<file path="config.mk">
export PLATFORM = sky130hd
export DESIGN_NAME = eeprom_seq
export DESIGN_NICKNAME = d
export VERILOG_FILES = /design/src/rtl/eeprom_pkg.sv /design/src/rtl/seq_timer.sv /design/src/rtl/eeprom_seq.sv
export SDC_FILE = /design/constraint.sdc
export NUM_CORES = 1
export LEC_CHECK = 0
export BUFFER_PORTS_ARGS = -buffer_cell sky130_fd_sc_hd__clkbuf_2
export CAP_MARGIN = 40
export CORE_MARGIN = 2
export CORE_UTILIZATION = 53
export DETAILED_ROUTE_END_ITERATION = 16
export MAX_ROUTING_LAYER = met4
export PLACE_DENSITY = 0.79
export SYNTH_ARGS = -nofsm -noshare
export SYNTH_HDL_FRONTEND = slang
export SYNTH_SLANG_ARGS = --single-unit
export TNS_END_PERCENT = 10
</file>
<file path="constraint.sdc">
create_clock -name clk -period 2.4 [get_ports clk]
set_input_delay 0.6 -clock clk [delete_from_list [all_inputs] [get_ports clk]]
set_output_delay 0.6 -clock clk [all_outputs]
set_load 0.005 [all_outputs]
</file>
<file path="src/rtl/eeprom_pkg.sv">
// rtl/eeprom_pkg.sv - state encoding and shared constants for the EEPROM burst sequencer
package eeprom_pkg;

  typedef enum logic [2:0] {
    S_IDLE,
    S_FETCH,
    S_ISSUE,
    S_WAIT_ACK,
    S_TWR,
    S_GAP
  } seq_state_t;

  localparam int TWR_CYCLES_DEF  = 50000;
  localparam int ACK_TIMEOUT_DEF = 65535;

  localparam logic [2:0] EEPROM_DEV_ID = 3'b000;

endpackage

</file>
<file path="src/rtl/seq_timer.sv">
// rtl/seq_timer.sv - loadable down-counter; expired is high whenever the count sits at zero
module seq_timer
  import eeprom_pkg::*;
#(
  parameter int W = 16
) (
  input  logic         clk,
  input  logic         rst,
  input  logic         load,
  input  logic [W-1:0] load_val,
  output logic         expired
);

  logic [W-1:0] count;

  always_ff @(posedge clk) begin
    if (rst) begin
      count <= '0;
    end else if (load) begin
      count <= load_val;
    end else if (count != '0) begin
      count <= count - W'(1);
    end
  end

  assign expired = (count == '0);

endmodule

</file>
<file path="src/rtl/eeprom_seq.sv">
// rtl/eeprom_seq.sv - splits 1..256 byte bursts into single-byte I2C engine transactions
module eeprom_seq
  import eeprom_pkg::*;
#(
  parameter int ADDR_W      = 16,
  parameter int TWR_CYCLES  = TWR_CYCLES_DEF,
  parameter int ACK_TIMEOUT = ACK_TIMEOUT_DEF
) (
  input  logic              clk,
  input  logic              rst,
  input  logic              req_valid,
  output logic              req_ready,
  input  logic              req_write,
  input  logic [ADDR_W-1:0] req_addr,
  input  logic [7:0]        req_len,
  input  logic [7:0]        wd_data,
  input  logic              wd_valid,
  output logic              wd_ready,
  output logic [7:0]        rd_data,
  output logic              rd_valid,
  output logic              busy,
  output logic              done,
  output logic              err_timeout,
  output logic              i2c_wr,
  output logic              i2c_rd,
  output logic [ADDR_W-1:0] i2c_addr,
  output logic [7:0]        i2c_data_w,
  input  logic              i2c_ack,
  input  logic [7:0]        i2c_data_out
);

  localparam int TMR_MAX = (TWR_CYCLES > ACK_TIMEOUT) ? TWR_CYCLES : ACK_TIMEOUT;
  localparam int TMR_W   = $clog2(TMR_MAX + 1);

  // Both loads are one short because the counter's zero cycle is itself counted
  localparam logic [TMR_W-1:0] ACK_LOAD = TMR_W'(ACK_TIMEOUT - 1);
  localparam logic [TMR_W-1:0] TWR_LOAD = TMR_W'(TWR_CYCLES - 1);

  seq_state_t       state;
  logic             is_write;
  logic [7:0]       remaining;
  logic             tmr_load;
  logic [TMR_W-1:0] tmr_val;
  logic             tmr_expired;

  assign wd_ready = wd_valid && (state == S_FETCH);

  always_comb begin
    tmr_load = 1'b0;
    tmr_val  = ACK_LOAD;
    if (state == S_ISSUE) begin
      tmr_load = 1'b1;
    end else if (state == S_WAIT_ACK && i2c_ack && is_write) begin
      tmr_load = 1'b1;
      tmr_val  = TWR_LOAD;
    end
  end

  seq_timer #(.W(TMR_W)) u_timer (
    .clk      (clk),
    .rst      (rst),
    .load     (tmr_load),
    .load_val (tmr_val),
    .expired  (tmr_expired)
  );

  always_ff @(posedge clk) begin
    if (rst) begin
      state       <= S_IDLE;
      req_ready   <= 1'b0;
      busy        <= 1'b0;
      done        <= 1'b0;
      err_timeout <= 1'b0;
      i2c_wr      <= 1'b0;
      i2c_rd      <= 1'b0;
      i2c_addr    <= '0;
      i2c_data_w  <= '0;
      rd_data     <= '0;
      rd_valid    <= 1'b0;
      is_write    <= 1'b0;
      remaining   <= '0;
    end else begin
      done     <= 1'b0;
      rd_valid <= 1'b0;
      i2c_wr   <= 1'b0;
      i2c_rd   <= 1'b0;
      case (state)
        S_IDLE: begin
          req_ready <= 1'b1;
          if (req_ready && req_valid) begin
            req_ready   <= 1'b0;
            busy        <= 1'b1;
            err_timeout <= 1'b0;
            i2c_addr    <= req_addr;
            remaining   <= req_len;
            is_write    <= req_write;
            state       <= req_write ? S_FETCH : S_ISSUE;
          end
        end
        S_FETCH: begin
          if (wd_valid) begin
            i2c_data_w <= wd_data;
            state      <= S_ISSUE;
          end
        end
        S_ISSUE: begin
          i2c_wr <= is_write;
          i2c_rd <= !is_write;
          state  <= S_WAIT_ACK;
        end
        S_WAIT_ACK: begin
          // An ack in the expiry cycle still completes the byte
          if (i2c_ack) begin
            if (is_write) begin
              state <= S_TWR;
            end else begin
              rd_data  <= i2c_data_out;
              rd_valid <= 1'b1;
              state    <= S_GAP;
            end
          end else if (tmr_expired) begin
            err_timeout <= 1'b1;
            done        <= 1'b1;
            busy        <= 1'b0;
            req_ready   <= 1'b1;
            state       <= S_IDLE;
          end
        end
        S_TWR: begin
          if (tmr_expired) begin
            state <= S_GAP;
          end
        end
        S_GAP: begin
          if (remaining == 8'd0) begin
            done      <= 1'b1;
            busy      <= 1'b0;
            req_ready <= 1'b1;
            state     <= S_IDLE;
          end else begin
            i2c_addr  <= i2c_addr + ADDR_W'(1);
            remaining <= remaining - 8'd1;
            state     <= is_write ? S_FETCH : S_ISSUE;
          end
        end
        default: state <= S_IDLE;
      endcase
    end
  end

endmodule

</file>
==> impl_metrics.yaml <==
floorplanning:
  fp.dieW_microns: 84.8
  die_h_microns: 84.8
  core_area_sq_mm: 0.00635
  rows: 29
  ios: 86
  dieArea_sq_mm: 0.00719
  start_util_pct: 54.5
detailed_routing:
  drtPass1Iterations: 5
  drt_iter0_markers: 181
  wl_microns: 8400
  num_vias: 3403
  drt-wirelength-per-cell_microns: 14.2
  drc_errors: 0
  ant_nets: 0
  vias_per_cell: 5.75
synth:
  avgSynthCellArea_sq_um: 8.16
  synth.distinct_cells: 65
  synth_flop_cell: "dfxtp_1"
  synth_warnings: 0
  synth_area_leaders: "dfxtp_1, a21oi_1, nand2_1, nor2_1, o21ai_0"
  syn_nets: 474
  synth_compound_area_share_pct: 23.2
  yosys.area_share.simple_pct: 27.1
  yosysSeqAreaShare_pct: 38.8
  yosys.area_share.xor_xnor_pct: 2.28
  async_reset_ff_share_pct: 0
  synthAdderAreaFrac_pct: 1.45
  ys_ff_latch: 67
  synth_edf_count: 0
  netlist_instances: 424
  yosys.area.top_type: "dfxtp_1"
  synthMuxAreaShare_pct: 2.89
  yosysMostFrequentCell: "dfxtp_1"
  synth_common_cells: "dfxtp_1, nand2_1, nor2_1"
  netlist.area_leader.share_pct: 38.8
  synth_top_family_by_area: "simple AND/OR/NAND/NOR gates"
  syn_area_sq_mm: 0.00346
layout:
  area_growth_pct: 20.5
  drive_gt1_share_pct: 25.6
  nNetsFinal: 560
  diodes: 0
  finalNonFillerCells: 592
power:
  p_sw_share_pct: 38.2
  clockPowerShare_pct: 23.9
  combPwrFrac_pct: 36.4
  power_density_mw_per_mm2: 947
  p_leak_uw: 0.00169
  max-vdd-ir-drop_uv: 746
  pwr-share-seq_pct: 39.7
  intPower_uw: 2440
  power_switching_uw: 1510
sta:
  fin_setup_tns_ns: 0
  slew_violations: 0
  setup_viol: 0
  tightest_slew_ns: 0.606
  rsz0062_at_grt: "false"
  fin_crit_ns: 2.03
  finalCritPeriodShare_pct: 84.5
  holdWs_ns: 0.456
  hold_viol: 0
  clock_skew_ns: 0.00917
  fmax_mhz: 493
  slew_headroom_pct: 59.1
placed_design:
  place_congestion: 0.855
  io_buffers: 85
  dp_hpwl_microns: 6060
  placedCellCount: 576
worst_hold_path:
  hold_class: "flip-flop to flip-flop"
  hp-start: "i2c_data_w[3]"
  min_path_cells: 2
cts:
  clkLatencyLatePin_ns: 0.35
  clk_pin_slew_ns: 0.08
  clk_path_buf_depth: 2
  postCtsSetupBuffers: 0
  htree_levels: 3
  clock-sinks: 67
  cts_tree: "yes"
  cts_buffers: 9
  ctsHoldBuffers: 0
  ctsResizeCount: 0
  cts_root_buffer: "clkbuf_8"
global_routing:
  grt_pass1_vias: 3195
  antenna_found_initial: 0
  gr-total-overflow: 0
  grt_max_degree: 33
  grt.total_usage_pct: 24.5
  grt_pass1_wl_microns: 14200
critical_path:
  arrival_ns: 1.43
  worstPathMaxFanout: 14
  r2r_setup_slack_ns: 0.44
  timing.rr.start: "remaining[0]"
  r2r_cells: 8
  cp.required_ns: 1.80
  critical_path_class: "flip-flop to output port"
  worst_setup_path_end_kind: "output port"
  critPathLaunchType: "flip-flop"
  crit_start: "state[1]"
run:
  cap_violations: 0
outcome:
  status: "complete, no violations"
[state kept, by name, indices dropped and copies added (netlist names)]
| name | cells |
|---|---|
| i2c_rd | 1 |
| i2c_wr | 1 |
| u_timer.count | 16 |
| i2c_addr | 16 |
| busy | 1 |
| rd_valid | 1 |
| done | 1 |
| req_ready | 1 |
| i2c_data_w | 8 |
| rd_data | 8 |
| remaining | 8 |
| state | 3 |
| is_write | 1 |
| err_timeout | 1 |
[cell type report]
class                           count  area [sq um]
Inverter                            9          33.8
Clock inverter                      7          76.3
Multi-Input combinational cell    324          1970
Fill cell                         538          2180
Tap cell                           77          96.3
Sequential cell                    67          1340
Timing Repair Buffer               99           531
Clock buffer                        9           124
[power groups by stage]
stage,clock network [uW],registers (uW),logic (uW)
after floorplan,0,1530,1100
after CTS,966,1560,1440
after global placement,0,1580,1380
after detailed placement,0,1590,1430
after global routing,1020,1600,1610
final,946,1570,1440
[cell families (layout without fill, tap and decap cells)]
| kind of cell | Yosys count | in the layout |
|---|---|---|
| multiplexers | 10 | 10 |
| adder cells (fa/ha/maj) | 4 | 4 |
| flip-flops | 67 | 67 |
| AO/OA/AOI/OAI | 124 | 124 |
| XOR/XNOR | 9 | 9 |
| AND/OR/NAND/NOR | 177 | 177 |
| buffers and inverters | 33 | 124 |
[layout by cell type, fill, tap and decap left out, drive strengths merged, types with 5 or more instances in the layout]
| master | Yosys | routed |
|---|---|---|
| nand4 | 7 | 7 |
| clkbuf | 9 | 94 |
| o21ai | 28 | 28 |
| a211oi | 8 | 8 |
| nand2b | 7 | 7 |
| nor2 | 51 | 51 |
| inv | 8 | 9 |
| nor4 | 5 | 5 |
| a31oi | 8 | 8 |
| nor3 | 12 | 12 |
| nand2 | 50 | 50 |
| mux2i | 10 | 10 |
| nand3 | 16 | 16 |
| buf | 15 | 14 |
| a21oi | 47 | 47 |
| dfxtp | 67 | 67 |
| xnor2 | 5 | 5 |
[worst max-delay path, cell delays in order (launching register included)]
cell      delay, ns
dfxtp_1        0.61
nor2_1         0.13
nand3_1        0.13
clkinv_1       0.08
clkbuf_2       0.12
[final timing paths]
check	end
hold reg to reg	i2c_data_w[3]
setup reg to reg	i2c_addr[9]
hold / removal	i2c_data_w[3]
setup / recovery	wd_ready
[metrics by stage]
step	area (sq um)	util (%)	total power [uW]	setup slack (ns)
2_1_floorplan	3460	-	2630	0.668
3_3_place_gp	3970	62.5	2960	0.379
3_5_place_dp	3970	62.5	3010	0.315
4_1_cts	4170	65.7	3970	0.372
5_1_grt	4170	65.7	4230	0.255
6_report	4170	65.7	3950	0.373
[metal layers]
| layer | part of all wire [%] | vias up | GRT usage (%) |
|---|---|---|---|
| li1 | - | 1708 | - |
| met5 | 0 | - | - |
| met2 | 50 | 116 | 39.4 |
| met1 | 44 | 1574 | 29.7 |
| met4 | 0.61 | 0 | 8.37 |
| met3 | 5.9 | 5 | 6.78 |
Power figures use the tool's default switching activity.
